**src/rtl/ncc_window_ctrl.sv**
```systemverilog
// rtl/ncc_window_ctrl.sv - row-BRAM window loader and column scanner for NCC (optional abort: NCC_WIN_ABORT_EN)
module ncc_window_ctrl #(
   parameter int ROWS = 16,
   parameter int COLS = 80,
   parameter int AW   = 10
) (
   input  logic            clk,
   input  logic            rst,
   input  logic            load_start,
   input  logic [7:0]      pix_in,
   input  logic            pix_valid,
   output logic            pix_ready,
   output logic [ROWS-1:0] win_wr,
   output logic [AW-1:0]   win_addr,
   output logic [7:0]      win_din,
   output logic            win_rd,
   input  logic            scan_start,
   output logic            col_valid,
   output logic [AW-1:0]   col_idx,
   output logic            load_done,
   output logic            scan_done,
   output logic            busy
`ifdef NCC_WIN_ABORT_EN
   ,
   input  logic            abort
`endif
);

   localparam int RW = (ROWS > 1) ? $clog2(ROWS) : 1;
   localparam logic [AW-1:0] COL_LAST = AW'(COLS - 1);
   localparam logic [RW-1:0] ROW_LAST = RW'(ROWS - 1);

   typedef enum logic [2:0] {
      S_IDLE,
      S_LOAD,
      S_LOADED,
      S_SCAN,
      S_DRAIN
   } state_t;

   state_t          r_state;
   state_t          w_state_nxt;
   logic [RW-1:0]   r_row;
   logic [RW-1:0]   w_row_nxt;
   logic [AW-1:0]   r_col;
   logic [AW-1:0]   w_col_nxt;
   logic            r_load_done;
   logic            w_load_done_nxt;
   logic            r_scan_done;
   logic            w_scan_done_nxt;
   logic            r_col_valid;
   logic [AW-1:0]   r_col_idx;
   logic            w_abort;
   logic            w_accept;

`ifdef NCC_WIN_ABORT_EN
   assign w_abort = abort;
`else
   assign w_abort = 1'b0;
`endif

   // Next-state, counter updates and combinational BRAM/handshake outputs
   always_comb begin
      w_state_nxt     = r_state;
      w_row_nxt       = r_row;
      w_col_nxt       = r_col;
      w_load_done_nxt = r_load_done;
      w_scan_done_nxt = 1'b0;
      w_accept        = 1'b0;
      pix_ready       = 1'b0;
      win_wr          = '0;
      win_addr        = '0;
      win_din         = '0;
      win_rd          = 1'b0;
      busy            = 1'b0;

      case (r_state)
         S_IDLE: begin
            if (load_start) begin
               w_state_nxt     = S_LOAD;
               w_row_nxt       = '0;
               w_col_nxt       = '0;
               w_load_done_nxt = 1'b0;
            end
         end
         S_LOAD: begin
            busy      = 1'b1;
            pix_ready = 1'b1;
            win_addr  = r_col;
            w_accept  = pix_valid && !w_abort;
            if (w_accept) begin
               win_wr  = ROWS'(1) << r_row;
               win_din = pix_in;
               if (r_col == COL_LAST) begin
                  w_col_nxt = '0;
                  if (r_row == ROW_LAST) begin
                     w_row_nxt       = '0;
                     w_state_nxt     = S_LOADED;
                     w_load_done_nxt = 1'b1;
                  end else begin
                     w_row_nxt = r_row + 1'b1;
                  end
               end else begin
                  w_col_nxt = r_col + 1'b1;
               end
            end
         end
         S_LOADED: begin
            // A reload request takes priority over a scan request
            if (load_start) begin
               w_state_nxt     = S_LOAD;
               w_row_nxt       = '0;
               w_col_nxt       = '0;
               w_load_done_nxt = 1'b0;
            end else if (scan_start) begin
               w_state_nxt = S_SCAN;
               w_col_nxt   = '0;
            end
         end
         S_SCAN: begin
            busy     = 1'b1;
            win_rd   = 1'b1;
            win_addr = r_col;
            if (r_col == COL_LAST) begin
               w_col_nxt   = '0;
               w_state_nxt = S_DRAIN;
            end else begin
               w_col_nxt = r_col + 1'b1;
            end
         end
         S_DRAIN: begin
            busy            = 1'b1;
            w_state_nxt     = S_LOADED;
            w_scan_done_nxt = 1'b1;
         end
         default: begin
            w_state_nxt = S_IDLE;
         end
      endcase

      if (w_abort) begin
         w_state_nxt     = S_IDLE;
         w_row_nxt       = '0;
         w_col_nxt       = '0;
         w_load_done_nxt = 1'b0;
         w_scan_done_nxt = 1'b0;
      end
   end

   // State and counter registers
   always_ff @(posedge clk) begin
      if (!rst) begin
         r_state     <= S_IDLE;
         r_row       <= '0;
         r_col       <= '0;
         r_load_done <= 1'b0;
         r_scan_done <= 1'b0;
      end else begin
         r_state     <= w_state_nxt;
         r_row       <= w_row_nxt;
         r_col       <= w_col_nxt;
         r_load_done <= w_load_done_nxt;
         r_scan_done <= w_scan_done_nxt;
      end
   end

   // Column-valid tracks the one-cycle BRAM read latency; an abort kills the in-flight read
   always_ff @(posedge clk) begin
      if (!rst) begin
         r_col_valid <= 1'b0;
         r_col_idx   <= '0;
      end else begin
         r_col_valid <= win_rd && !w_abort;
         r_col_idx   <= win_addr;
      end
   end

   assign col_valid = r_col_valid;
   assign col_idx   = r_col_idx;
   assign load_done = r_load_done;
   assign scan_done = r_scan_done;

endmodule

```
**config.mk**
```make
export PLATFORM = sky130hd
export DESIGN_NAME = ncc_window_ctrl
export DESIGN_NICKNAME = d
export VERILOG_FILES = /design/src/rtl/ncc_window_ctrl.sv
export SDC_FILE = /design/constraint.sdc
export NUM_CORES = 1
export LEC_CHECK = 0
export BUFFER_PORTS_ARGS = -buffer_cell sky130_fd_sc_hd__buf_2
export CORE_ASPECT_RATIO = 1.1
export CORE_UTILIZATION = 50
export CTS_BUF_LIST = sky130_fd_sc_hd__clkbuf_4 sky130_fd_sc_hd__clkbuf_8
export DETAILED_ROUTE_END_ITERATION = 8
export GPL_TIMING_DRIVEN = 0
export HOLD_SLACK_MARGIN = 0.1
export PLACE_DENSITY = 0.84
export SETUP_SLACK_MARGIN = 0.05
export SKIP_CTS_REPAIR_TIMING = 1
export SLEW_MARGIN = 20
export SYNTH_ARGS = -nofsm -noshare
export SYNTH_HDL_FRONTEND = slang
export SYNTH_SLANG_ARGS = --single-unit
```
**constraint.sdc**
```tcl
create_clock -name clk -period 2.3 [get_ports clk]
set_input_delay 0.46 -clock clk [delete_from_list [all_inputs] [get_ports clk]]
set_output_delay 0.46 -clock clk [all_outputs]
set_load 0.02 [all_outputs]
```
=== After elaboration in Yosys (flattened, before gate mapping) ===
Index checks and enable logic that the tools add are counted.

* Bits in registers: 30
* Latch bits: 0
* Bits in writable memories: 0
* Bits in read-only memories: 0
* Input bits: 13
* Output and inout port bits: 50
* Word-level logic and storage cells: 66
* Memories: 0

* Add/subtract/negate cells: 2
* $mul: 0
* Div/mod/pow operators: 0
* Order comparisons: 0
* Equal/unequal tests: 13
* Shifts and indexed selects: 1
* Muxes and demuxes: 33
* Bitwise logic cells: 0
* Reduce and logical (&&, ||, !) cells: 10

{| class="wikitable"
|+ Operator list
! operator !! number
|-
| 2-to-1 mux 10 bit || 6
|-
| one-hot mux 10 bit (4 select lines) || 1
|-
| 2-to-1 mux 16 bit || 2
|-
| 2-to-1 mux 3 bit || 7
|-
| 2-to-1 mux 4 bit || 4
|-
| 2-to-1 mux 8 bit || 2
|-
| << shifter 1 x 4 -> 16 bit, first input constant || 1
|-
| one-hot mux 3 bit (5 select lines) || 1
|-
| adder 10 x 1 -> 10 bit, second input constant || 1
|-
| == test 10 x 7 -> 1 bit, second input constant || 1
|-
| inequality test 2 bit, second input constant || 5
|-
| 2-to-1 mux 1 bit || 8
|-
| one-hot mux 4 bit (2 select lines) || 1
|-
| AND reduction 4 bit || 2
|-
| == test 3 x 2 -> 1 bit, second input constant || 2
|-
| AND reduction 6 bit || 1
|-
| AND reduction 5 bit || 1
|-
| adder 4 x 1 -> 4 bit, second input constant || 1
|-
| == test 4 bit, second input constant || 1
|-
| nonzero test 4 bit || 1
|-
| OR reduction 2 bit || 2
|-
| == test 3 x 1 -> 1 bit, second input constant || 1
|-
| == test 3 bit, second input constant || 1
|-
| logical NOT 3 bit || 1
|-
| 5 further kinds || 5
|}

=== Logic depth before layout (Yosys ltp) ===
* Word-level depth: 5
* Depth in mapped cells: 6
* Mapped depth without buffers: 5

=== Least setup slack after synthesis ===
No wires, ideal clock.

* Path kind: reg-to-output
* Start: reg r_state[2]
* End: out win_wr[0]
* Arrival: 1.526 ns
* Data required time: 1.840 ns
* Setup slack: 0.314 ns
* Cell stages (with the launch flop): 6
* Path buffers: 1
* Path through: dfxtp_1 > clkbuf_1 > nor3b_1 > and2_1 > nand2_1 > nor3_1

* Cells in the longest elaborated chain, start to end: 2

{| class="wikitable"
|+ Ends and longest elaborated chain
! element !! line !! text
|-
| start: declaration || 41 || <nowiki>state_t r_state;</nowiki>
|-
| start signal: assignment || 159 || <nowiki>r_state <= w_state_nxt;</nowiki>
|-
| == test 3 x 1 -> 1 bit || 77 || <nowiki>case (r_state)</nowiki>
|-
| 2-to-1 mux 16 bit || 77 ||
|-
| end: declaration || 13 || <nowiki>output logic [ROWS-1:0] win_wr,</nowiki>
|}

Every way passes these cells.

=== Worst setup path after layout ===
* Start: reg r_state[0]
* End: out win_addr[7]

* Cells in the longest elaborated chain, start to end: 3
* Elaborated cells on any way between the ends: 4
* Classes of those cells: eq/ne (2); mux (1); reduce/logical (1)

{| class="wikitable"
|+ Ends and longest elaborated chain
! element !! line !! text
|-
| == test 3 x 2 -> 1 bit or == test 3 x 1 -> 1 bit (tied branches) || 77 ||
|-
| OR reduction 2 bit (no source line) (*) || n/a ||
|-
| 2-to-1 mux 10 bit (*) || 77 ||
|-
| end: declaration || 14 || <nowiki>output logic [AW-1:0] win_addr,</nowiki>
|}

Mark *: on every way between the ends. The rest lies on a longest branch, timed or not.

==> metrics.txt <==
setup tns final=0 ns; WHS Endpoint=col_idx[9]; worst skew pair latency=roughly 0.33 ns; Most used DFF post-synth=dfxtp_1; DP Wirelength=between 2000 and 3000 um; final setup fails=0; largest net degree at the start of global routing=11; most common cell after layout, fill and taps aside=buf_2; Slew Limit Headroom=about three fifths; power density over the cells=510 nW/um2; post-synthesis register bit count=30; post-synthesis sequential area ratio=36.5%; Core Area=3100 um2; Crit path largest cell delay=around 0.34 ns; TritonCTS clock tree=done; Worst Hold Launch=rst; Worst-path clk slew=around 0.090 ns; status=finished with violations; Area Overhead vs Synth=26.5%; Final WS setup=around 0.17 ns; RR Startpoint=r_state[1]; initial antenna violation count=0; Area after DPL=2000 um2; routed vias=approximately 1600; number of synthesized flops with an enable pin=0; Post-Synthesis Cells=approximately 200; layout cells sized above 1=32.8%; Crit Path Class=flip-flop to output pin; pins over their slew limit=0; vias in the first global route=1388; I/O Pins=63; Setup Skew=0.0100 ns; Final Hold Fails=0; worst-case clock buffer depth=2; Tmin final=~2.1 ns; pre-CTS setup slack=0.212 ns; dpl cells=slightly below 300; max-cap violations=0; R2R Path End=r_col[5]; Design Power=1.06 mW; cells along the critical path=buf_6 > nor2b_4 > clkbuf_1 > and2_1 > buf_2; failing checks=DRC; total CTS buffers=5; gr usage total=a little over a fifth; Worst Path Max Fanout=10; worst hold path class=input pin to flip-flop; CTS H-Tree Depth=2; DRC=14; Diodes inserted=0; CTS sink cnt=30; die height=62.2 um; NumNets Final=between 200 and 300; Fin Hold WS=about 0.47 ns; Core Util, Final=approximately two thirds; Via density=5.30; startpoint types=flip-flop; most frequent cells in the layout=buf_2, dfxtp_1, nor2_1, and3_1, nand2_1; Avg Inst Size Synth=roughly 8.4 um2; worst-margin pin slew=approximately 0.58 ns; Worst Path Arrival=1.67 ns; Routed WL=about 3600 um; root buffer cell=clkbuf_4; Synth Net Count=between 200 and 250; Max Freq=between 400 and 500 MHz; RePlAce Congestion=a little over 0.8; Reg2Reg Depth=6; Ys Warns=0; post-route insts no fill=299; Critical Path RT=~1.8 ns; final worst path period share=between 90% and 100%; post-route cell area=around 2100 um2; Leak=~1 nW; CP max stage cell=dfxtp_1; routed length per placed instance=~12 um; grt ovf=0; crit end category=output pin; RSZ-0062 raised after global routing=false; Initial Util=53.1%; IO Port Bufs=between 60 and 70; fill count=approximately 280; Post-Syn Area=approximately 1600 um2; Synth async-reset ratio=0%; Unique masters post-synth=40; Die Outline Area=about 3500 um2; drt initial violations=between 40 and 50; first drt pass iteration count=8; r2r setup slk=~0.50 ns; Peak VDD IR=around 0.32 mV; row count=21; first-pass GRT wire length=a little under 6000 um; Post-DRT Antenna Nets=0; die span in x=56.7 um; cell count of the worst hold path=3
worst max-delay path by stage:
stage                from  slack (ns)     endpoint  cells after the start
2_1_floorplan  r_state[2]        0.31    win_wr[0]                      5
3_3_place_gp   r_state[2]        0.24  win_addr[7]                      5
3_5_place_dp   r_state[2]        0.21  win_addr[7]                      5
4_1_cts        r_state[2]       -0.17  win_addr[7]                      5
5_1_grt        r_state[0]        0.05    win_wr[2]                      6
6_report       r_state[0]        0.17  win_addr[7]                      5
logic make-up (layout without fill, tap and decap cells):
group | count (synthesis) | in the layout | synth area share, %
AOI/OAI and AO/OA | 20 | 20 | 8.89
xor gates and xnor gates | 5 | 5 | 2.66
adders and majority gates | 7 | 7 | 5.32
buffers and inverters | 20 | 89 | 5.93
DFF | 30 | 30 | 36.5
muxes | 6 | 6 | 3.65
and+or+nand+nor | 108 | 108 | 37.1
layer usage:
metal / track usage [%] / routed length, um
met2: 34.7 / 1750
met1: 25.8 / 1680
met5: 0 / 0
met3: 5.21 / 167
met4: 10.3 / 40
synth_stat cells (2+ instances only):
cell type / number / area [um2]
o211ai_1: 2 / 15.0
nor4b_1: 2 / 17.5
o31ai_1: 3 / 22.5
inv_1: 6 / 22.5
nor4_1: 4 / 25.0
clkbuf_1: 11 / 41.3
nand2_1: 15 / 56.3
or4_1: 2 / 15.0
nand4b_1: 2 / 17.5
ha_1: 7 / 87.6
and2_1: 12 / 75.1
nand2b_1: 3 / 18.8
nor3_1: 6 / 30.0
mux2i_1: 6 / 60.1
nand4_1: 5 / 31.3
xnor2_1: 4 / 35.0
or2_2: 2 / 12.5
nand3_1: 6 / 30.0
nor3b_1: 4 / 30.0
and3_1: 20 / 125
nor2_1: 20 / 75.1
a21oi_1: 5 / 25.0
buf_6: 3 / 33.8
dfxtp_1: 30 / 601
state kept, by name, indices dropped and copies added (netlist names):
signal	flops
r_row	4
r_col	10
load_done	1
r_state	3
col_idx	10
scan_done	1
col_valid	1
area by class of cell:
cell class,count,area [um2],share of cell area [%]
buffer,13,72.6,3.48
tap,34,42.5,2.04
timing repair buffer,62,310,14.9
sequential,30,602,28.9
inverter,6,22.5,1.08
clock inverter,2,12.5,0.601
multi-input combinational,146,970,46.5
clock buffer,6,51.3,2.46
power breakdown:
group	internal, mW	switching, mW	leakage [nW]
clock	0.147	0.180	0.0343
combinational	0.0765	0.118	0.746
sequential	0.529	0.0112	0.243
total	0.753	0.309	1.02
worst max-delay path: cells and delay by family (launching register included):
kind                   cells  cell delay, ns
and+or+nand+nor            2            0.43
DFF                        1            0.34
buffers and inverters      3            0.58
Note: power is estimated with default switching activity, not from simulation.
